### config.mk
export PLATFORM = sky130hd
export DESIGN_NAME = seg_scan_capture_flat
export DESIGN_NICKNAME = d
export VERILOG_FILES = /design/src/rtl/seg_scan_capture_if.sv /design/src/rtl/seg_scan_capture.sv /design/src/flat_wrapper.sv
export SDC_FILE = /design/constraint.sdc
export NUM_CORES = 1
export LEC_CHECK = 0
export CELL_PAD_IN_SITES_DETAIL_PLACEMENT = 2
export CELL_PAD_IN_SITES_GLOBAL_PLACEMENT = 2
export CORE_UTILIZATION = 36
export CTS_CLUSTER_DIAMETER = 80
export DETAILED_ROUTE_END_ITERATION = 6
export PLACE_DENSITY_LB_ADDON = 0.05
export SYNTH_ARGS = -nofsm -noshare
export SYNTH_HDL_FRONTEND = slang
export SYNTH_SLANG_ARGS = --single-unit
### constraint.sdc
create_clock -name clock -period 3.8 [get_ports clock]
set_input_delay 0.38 -clock clock [delete_from_list [all_inputs] [get_ports clock]]
set_output_delay 0.38 -clock clock [all_outputs]
set_load 0.05 [all_outputs]
### src/rtl/seg_scan_capture_if.sv
// seg_scan_capture_if
//   Bundles the snooped 7-segment display bus and the recovered-value outputs.
//   The display side (or a bench standing in for it) uses the master modport.
//   The capture block uses the slave modport.
// Signals
//   seg         7            segments, active-low; bit0=A .. bit6=G
//   strobe      NUM_DIGITS   digit anodes, active-low; bit i = digit i
//   data        4*NUM_DIGITS last published value; digit i -> data[4i+3:4i]
//   data_valid  1            one-cycle pulse when data takes a new value
//   locked      1            high once any value has been published
//   frame_err   1            one-cycle pulse when a frame is discarded
interface seg_scan_capture_if #(
  parameter int unsigned NUM_DIGITS = 8
);
  logic [6:0]              seg;
  logic [NUM_DIGITS-1:0]   strobe;
  logic [4*NUM_DIGITS-1:0] data;
  logic                    data_valid;
  logic                    locked;
  logic                    frame_err;

  modport master (
    output seg,
    output strobe,
    input  data,
    input  data_valid,
    input  locked,
    input  frame_err
  );

  modport slave (
    input  seg,
    input  strobe,
    output data,
    output data_valid,
    output locked,
    output frame_err
  );
endinterface

### src/rtl/seg_scan_capture.sv
// seg_scan_capture
//   Snoops a multiplexed 7-segment display bus, waits for each strobed digit to
//   settle, decodes the segments back to a hex nibble and reassembles the full
//   value. A value is published only after MATCH_FRAMES identical clean frames.
// Ports
//   clock    system clock, all logic on the rising edge
//   reset_n  synchronous active-low reset
//   bus      seg_scan_capture_if slave: seg/strobe in, data/data_valid/locked/frame_err out
module seg_scan_capture #(
  parameter int unsigned NUM_DIGITS    = 8,
  parameter int unsigned SETTLE_CYCLES = 4,
  parameter int unsigned MATCH_FRAMES  = 2
) (
  input  logic               clock,
  input  logic               reset_n,
  seg_scan_capture_if.slave  bus
);

  localparam int unsigned DW = 4 * NUM_DIGITS;

  typedef enum logic [1:0] {
    ST_IDLE,
    ST_SETTLE,
    ST_SAMPLE,
    ST_HOLD
  } state_t;

  state_t                state, state_next;
  logic [7:0]            counter, counter_next;
  logic [NUM_DIGITS-1:0] strobe_lat, lat_next;
  logic                  start_settle, do_sample, do_abort;

  logic [NUM_DIGITS-1:0] low_now, low_lat;
  logic                  is_blank, is_one, is_multi;

  logic [3:0]            nib;
  logic                  seg_ok;

  logic [NUM_DIGITS-1:0] seen, seen_acc;
  logic                  dirty, dirty_acc, repeat_digit;
  logic [DW-1:0]         buffer, buf_acc, candidate;
  logic [3:0]            match_cnt;

  // Strobes are active-low; a single low bit is a valid digit select.
  // x & (x-1) clears the lowest set bit, so it is zero only for one-hot x.
  assign low_now  = ~bus.strobe;
  assign low_lat  = ~strobe_lat;
  assign is_blank = (low_now == '0);
  assign is_one   = !is_blank && ((low_now & (low_now - NUM_DIGITS'(1))) == '0);
  assign is_multi = !is_blank && !is_one;

  // Segment pattern back to a nibble; anything not in the hex font is flagged.
  always_comb begin
    nib    = 4'h0;
    seg_ok = 1'b1;
    case (bus.seg)
      7'h40: nib = 4'h0;
      7'h79: nib = 4'h1;
      7'h24: nib = 4'h2;
      7'h30: nib = 4'h3;
      7'h19: nib = 4'h4;
      7'h12: nib = 4'h5;
      7'h02: nib = 4'h6;
      7'h78: nib = 4'h7;
      7'h00: nib = 4'h8;
      7'h10: nib = 4'h9;
      7'h08: nib = 4'hA;
      7'h03: nib = 4'hB;
      7'h46: nib = 4'hC;
      7'h21: nib = 4'hD;
      7'h06: nib = 4'hE;
      7'h0E: nib = 4'hF;
      default: seg_ok = 1'b0;
    endcase
  end

  // State register for the settle/sample sequencer.
  always_ff @(posedge clock) begin
    if (!reset_n) begin
      state      <= ST_IDLE;
      counter    <= 8'd0;
      strobe_lat <= '1;
    end else begin
      state      <= state_next;
      counter    <= counter_next;
      strobe_lat <= lat_next;
    end
  end

  // Next-state logic. A new digit always restarts the settle count at 1;
  // SAMPLE is entered on the edge the count reaches SETTLE_CYCLES, so seg
  // is captured SETTLE_CYCLES+1 edges after the digit first appears.
  always_comb begin
    state_next   = state;
    counter_next = counter;
    lat_next     = strobe_lat;
    start_settle = 1'b0;
    do_sample    = 1'b0;
    do_abort     = 1'b0;
    case (state)
      ST_IDLE: begin
        if (is_one) start_settle = 1'b1;
      end
      ST_SETTLE, ST_HOLD: begin
        if (is_multi) begin
          do_abort   = 1'b1;
          state_next = ST_IDLE;
        end else if (is_blank) begin
          state_next = ST_IDLE;
        end else if (bus.strobe != strobe_lat) begin
          start_settle = 1'b1;
        end else if (state == ST_SETTLE) begin
          if (counter != 8'hFF) counter_next = counter + 8'd1;
          if (counter == 8'(SETTLE_CYCLES - 1)) state_next = ST_SAMPLE;
        end
      end
      ST_SAMPLE: begin
        do_sample  = 1'b1;
        state_next = ST_HOLD;
      end
      default: state_next = ST_IDLE;
    endcase
    if (start_settle) begin
      lat_next     = bus.strobe;
      counter_next = 8'd1;
      state_next   = (SETTLE_CYCLES == 1) ? ST_SAMPLE : ST_SETTLE;
    end
  end

  // What the frame would look like if the current sample were accepted.
  always_comb begin
    seen_acc     = seen | low_lat;
    dirty_acc    = dirty | !seg_ok;
    repeat_digit = |(seen & low_lat);
    buf_acc      = buffer;
    for (int i = 0; i < int'(NUM_DIGITS); i++) begin
      if (low_lat[i]) buf_acc[4*i +: 4] = seg_ok ? nib : 4'h0;
    end
  end

  // Frame assembly, match counting and publishing. Publishing looks at the
  // registered match count, so it lands the cycle after a frame completes.
  // A repeated digit restarts the frame from that sample, keeping its own
  // decode status so a bad pattern is never silently accepted.
  always_ff @(posedge clock) begin
    if (!reset_n) begin
      seen           <= '0;
      dirty          <= 1'b0;
      buffer         <= '0;
      candidate      <= '0;
      match_cnt      <= 4'd0;
      bus.data       <= '0;
      bus.data_valid <= 1'b0;
      bus.locked     <= 1'b0;
      bus.frame_err  <= 1'b0;
    end else begin
      bus.data_valid <= 1'b0;
      bus.frame_err  <= 1'b0;
      if (match_cnt == 4'(MATCH_FRAMES) && (!bus.locked || candidate != bus.data)) begin
        bus.data       <= candidate;
        bus.data_valid <= 1'b1;
        bus.locked     <= 1'b1;
      end
      if (do_abort) begin
        seen          <= '0;
        dirty         <= 1'b0;
        bus.frame_err <= 1'b1;
      end else if (do_sample) begin
        buffer <= buf_acc;
        if (repeat_digit) begin
          seen          <= low_lat;
          dirty         <= !seg_ok;
          bus.frame_err <= 1'b1;
        end else if (&seen_acc) begin
          seen  <= '0;
          dirty <= 1'b0;
          if (dirty_acc) begin
            bus.frame_err <= 1'b1;
            match_cnt     <= 4'd0;
          end else if (buf_acc == candidate) begin
            if (match_cnt < 4'(MATCH_FRAMES)) match_cnt <= match_cnt + 4'd1;
          end else begin
            candidate <= buf_acc;
            match_cnt <= 4'd1;
          end
        end else begin
          seen  <= seen_acc;
          dirty <= dirty_acc;
        end
      end
    end
  end

endmodule
### src/flat_wrapper.sv
// flat-port wrapper written by rule: the top's interface ports become plain ports
module seg_scan_capture_flat 
#(
  parameter int unsigned NUM_DIGITS    = 8,
  parameter int unsigned SETTLE_CYCLES = 4,
  parameter int unsigned MATCH_FRAMES  = 2
)
  (clock, reset_n, bus_seg, bus_strobe, bus_data, bus_data_valid, bus_locked, bus_frame_err);
  seg_scan_capture_if #(.NUM_DIGITS(NUM_DIGITS)) bus_i ();
  input  logic clock;
  input  logic reset_n;
  input wire logic [$bits(bus_i.seg)-1:0] bus_seg;
  input wire logic [$bits(bus_i.strobe)-1:0] bus_strobe;
  output wire logic [$bits(bus_i.data)-1:0] bus_data;
  output wire logic [$bits(bus_i.data_valid)-1:0] bus_data_valid;
  output wire logic [$bits(bus_i.locked)-1:0] bus_locked;
  output wire logic [$bits(bus_i.frame_err)-1:0] bus_frame_err;
  assign bus_i.seg = bus_seg;
  assign bus_i.strobe = bus_strobe;
  assign bus_data = bus_i.data;
  assign bus_data_valid = bus_i.data_valid;
  assign bus_locked = bus_i.locked;
  assign bus_frame_err = bus_i.frame_err;
  seg_scan_capture #(.NUM_DIGITS(NUM_DIGITS), .SETTLE_CYCLES(SETTLE_CYCLES), .MATCH_FRAMES(MATCH_FRAMES)) u_core (.clock(clock), .reset_n(reset_n), .bus(bus_i));
endmodule
==> impl_metrics.json <==
{
  "rsz0062_at_grt": "no",
  "wl_um": 26500,
  "whs_path_depth": 2,
  "avgSynthCellArea_um2": 8.47,
  "drc": 0,
  "core.rowCount": 51,
  "syn-cell-area_um2": 7200,
  "syn2layout_area_growth_pct": 21.4,
  "period_share": 0.927,
  "clock.fmax_mhz": 284,
  "antenna_found_initial": 1,
  "async_flop_share": 0,
  "grt_max_degree": 53,
  "maxSlewHeadroom": 0.308,
  "wl_per_cell_um": 22.3,
  "hold_path_class": "flop to flop",
  "crit_type": "primary input to flop",
  "leakagePower_nw": 3.30,
  "grt_pass1_wl_um": 41500,
  "die_h_um": 143,
  "cts_tree": "yes",
  "hold_buffers": 0,
  "tightest_slew_ps": 1040,
  "die_area_um2": 20600,
  "fin_crit_ps": 3520,
  "cp_data_required_time_ps": 4140,
  "synth_edf_count": 0,
  "cts-htree-levels": 4,
  "ys_seq_area_frac": 0.362,
  "synth_ff_type": "dfxtp_1",
  "cts_resized": 0,
  "setup_ws_ps": 278,
  "syn_nets": 870,
  "hold_viol_final": 0,
  "antenna_left": 0,
  "drt_iter0_markers": 364,
  "grt_overflow_total": 0,
  "clk_pin_slew_worst_paths_ps": 60,
  "peakVddDrop_v": 0.000281,
  "drv_slew": 0,
  "nNetsFinal": 932,
  "cts-root-buf": "clkbuf_16",
  "vias": 6848,
  "p_per_area_nw_per_um2": 373,
  "synth_cells": 850,
  "die_w_um": 143,
  "skew_ps": 9.27,
  "utilization": 0.447,
  "final_cell_mix": "dfxtp_1 (130), nor2_1 (121), nand2_1 (74)",
  "drive_gt1_frac": 0.112,
  "n_antenna_cell": 0,
  "ys_ff_latch": 130,
  "synth_cell_types": 69,
  "firstDrtPassIters": 5,
  "start_util": 0.369,
  "insertion_delay_ps": 430,
  "setup_viol": 0,
  "core_area_um2": 19500,
  "yosysWarnings": 0,
  "critPathMaxFanout": 10,
  "fill_cells": 2205,
  "status": "finished, final reports clean",
  "numPortBuffers": 51,
  "via_per_inst": 5.75,
  "post-place-ws_ps": -104,
  "cp.arrival_ps": 3870,
  "startpoint_type": "primary input",
  "ioPinCount": 52,
  "r2r.worst_path.cells": 10,
  "final_common_cell": "dfxtp_1",
  "postCtsSetupRepairBufs": 0,
  "grt_use_total": 0.270,
  "critPathCaptureType": "flop",
  "maxCapViolCount": 0,
  "cts_buffers": 17,
  "cts_sinks": 130,
  "gp_congestion": 0.852,
  "grt_pass1_vias": 7213,
  "max-clock-path-buffers": 2,
  "dp_hpwl_um": 19300
}
==> stage by stage <==
| step | power, W | hold slack [ps] | TNS (ps) | cells | instance area, um2 |
|---|---|---|---|---|---|
| after detailed placement | 0.00162 | 482 | -258 | 1158 | 8150 |
| after global placement | 0.00161 | 455 | 0 | 1158 | 8150 |
| final | 0.00326 | 481 | 0 | 1190 | 8740 |
| after global routing | 0.00337 | 522 | 0 | 1190 | 8740 |
| after CTS | 0.00330 | 491 | 0 | 1190 | 8740 |
| after floorplan | 0.00153 | 437 | 0 | 850 | 7200 |
==> cell type report <==
type / count / area, um2 / share of cell area
Sequential cell: 130 / 2600 / 0.298
Inverter: 19 / 71.3 / 0.00816
Tap cell: 265 / 332 / 0.0380
Timing Repair Buffer: 98 / 871 / 0.0997
Clock buffer: 19 / 433 / 0.0496
Clock inverter: 13 / 150 / 0.0172
Multi-Input combinational cell: 646 / 4280 / 0.490
==> layer usage <==
metal | part of all wire | track usage | up-vias | wire (um)
li1 | - | - | 3197 | -
met1 | 0.45 | 0.339 | 3474 | 11900
met2 | 0.50 | 0.467 | 139 | 13200
met3 | 0.032 | 0.0390 | 38 | 859
met4 | 0.023 | 0.100 | 0 | 616
met5 | 0 | 0 | - | 0
==> final timing paths <==
kind	to	from	slack (ps)
setup / recovery	u_core.match_cnt[1]$_SDFFE_PN0P_	bus_seg[5]	280
hold / removal	u_core.match_cnt[3]$_SDFFE_PN0P_	u_core.match_cnt[3]$_SDFFE_PN0P_	480
setup reg to reg	u_core.match_cnt[1]$_SDFFE_PN0P_	u_core.strobe_lat[3]$_SDFFE_PN1P_	560
hold reg to reg	u_core.match_cnt[3]$_SDFFE_PN0P_	u_core.match_cnt[3]$_SDFFE_PN0P_	480
==> cell usage after synthesis (15+ instances only) <==
library cell | n | area [um2]
dfxtp_1 | 130 | 2600
nor2_1 | 121 | 454
nand2_1 | 74 | 278
mux2i_1 | 54 | 541
a211oi_1 | 37 | 278
xnor2_1 | 35 | 307
clkbuf_1 | 34 | 128
xor2_1 | 33 | 289
a21oi_1 | 32 | 160
nand2b_1 | 23 | 144
inv_1 | 17 | 63.8
a22oi_1 | 15 | 113
and3_1 | 15 | 93.8
==> worst max-delay path, stage by stage <==
cell and delay (ps):
clkdlybuf4s50_1 580, nor3b_1 240, a22o_1 320, buf_4 200
a2111oi_0 480, a211oi_1 90, or4_1 630, nor4_4 320
buf_4 250, a311oi_1 170, nor3_1 210
==> power breakdown <==
group / leakage, nW / total, W / switching (W) / internal, W
Sequential: 1.05 / 0.00137 / 0.00000559 / 0.00137
Combinational: 1.99 / 0.000222 / 0.000145 / 0.0000774
Clock: 0.268 / 0.00166 / 0.000687 / 0.000977
==> sequential cells by signal (all words and copies together), names as in the netlist <==
register / cells
u_core.bus.frame_err: 1
u_core.counter: 8
u_core.match_cnt: 4
u_core.buffer: 32
u_core.candidate: 32
u_core.bus.data: 32
u_core.strobe_lat: 8
u_core.dirty: 1
u_core.bus.locked: 1
u_core.bus.data_valid: 1
u_core.seen: 8
u_core.state: 2
==> logic make-up after synthesis <==
logic type / count (synthesis) / share of synthesized area
buffers and inverters: 74 / 0.0459
AND/OR/NAND/NOR: 334 / 0.230
AO/OA/AOI/OAI: 186 / 0.198
flip-flops: 130 / 0.362
adder cells (fa/ha/maj): 4 / 0.00661
multiplexers: 54 / 0.0751
XOR/XNOR: 68 / 0.0827
No activity file was read; power rests on OpenSTA's default activity.
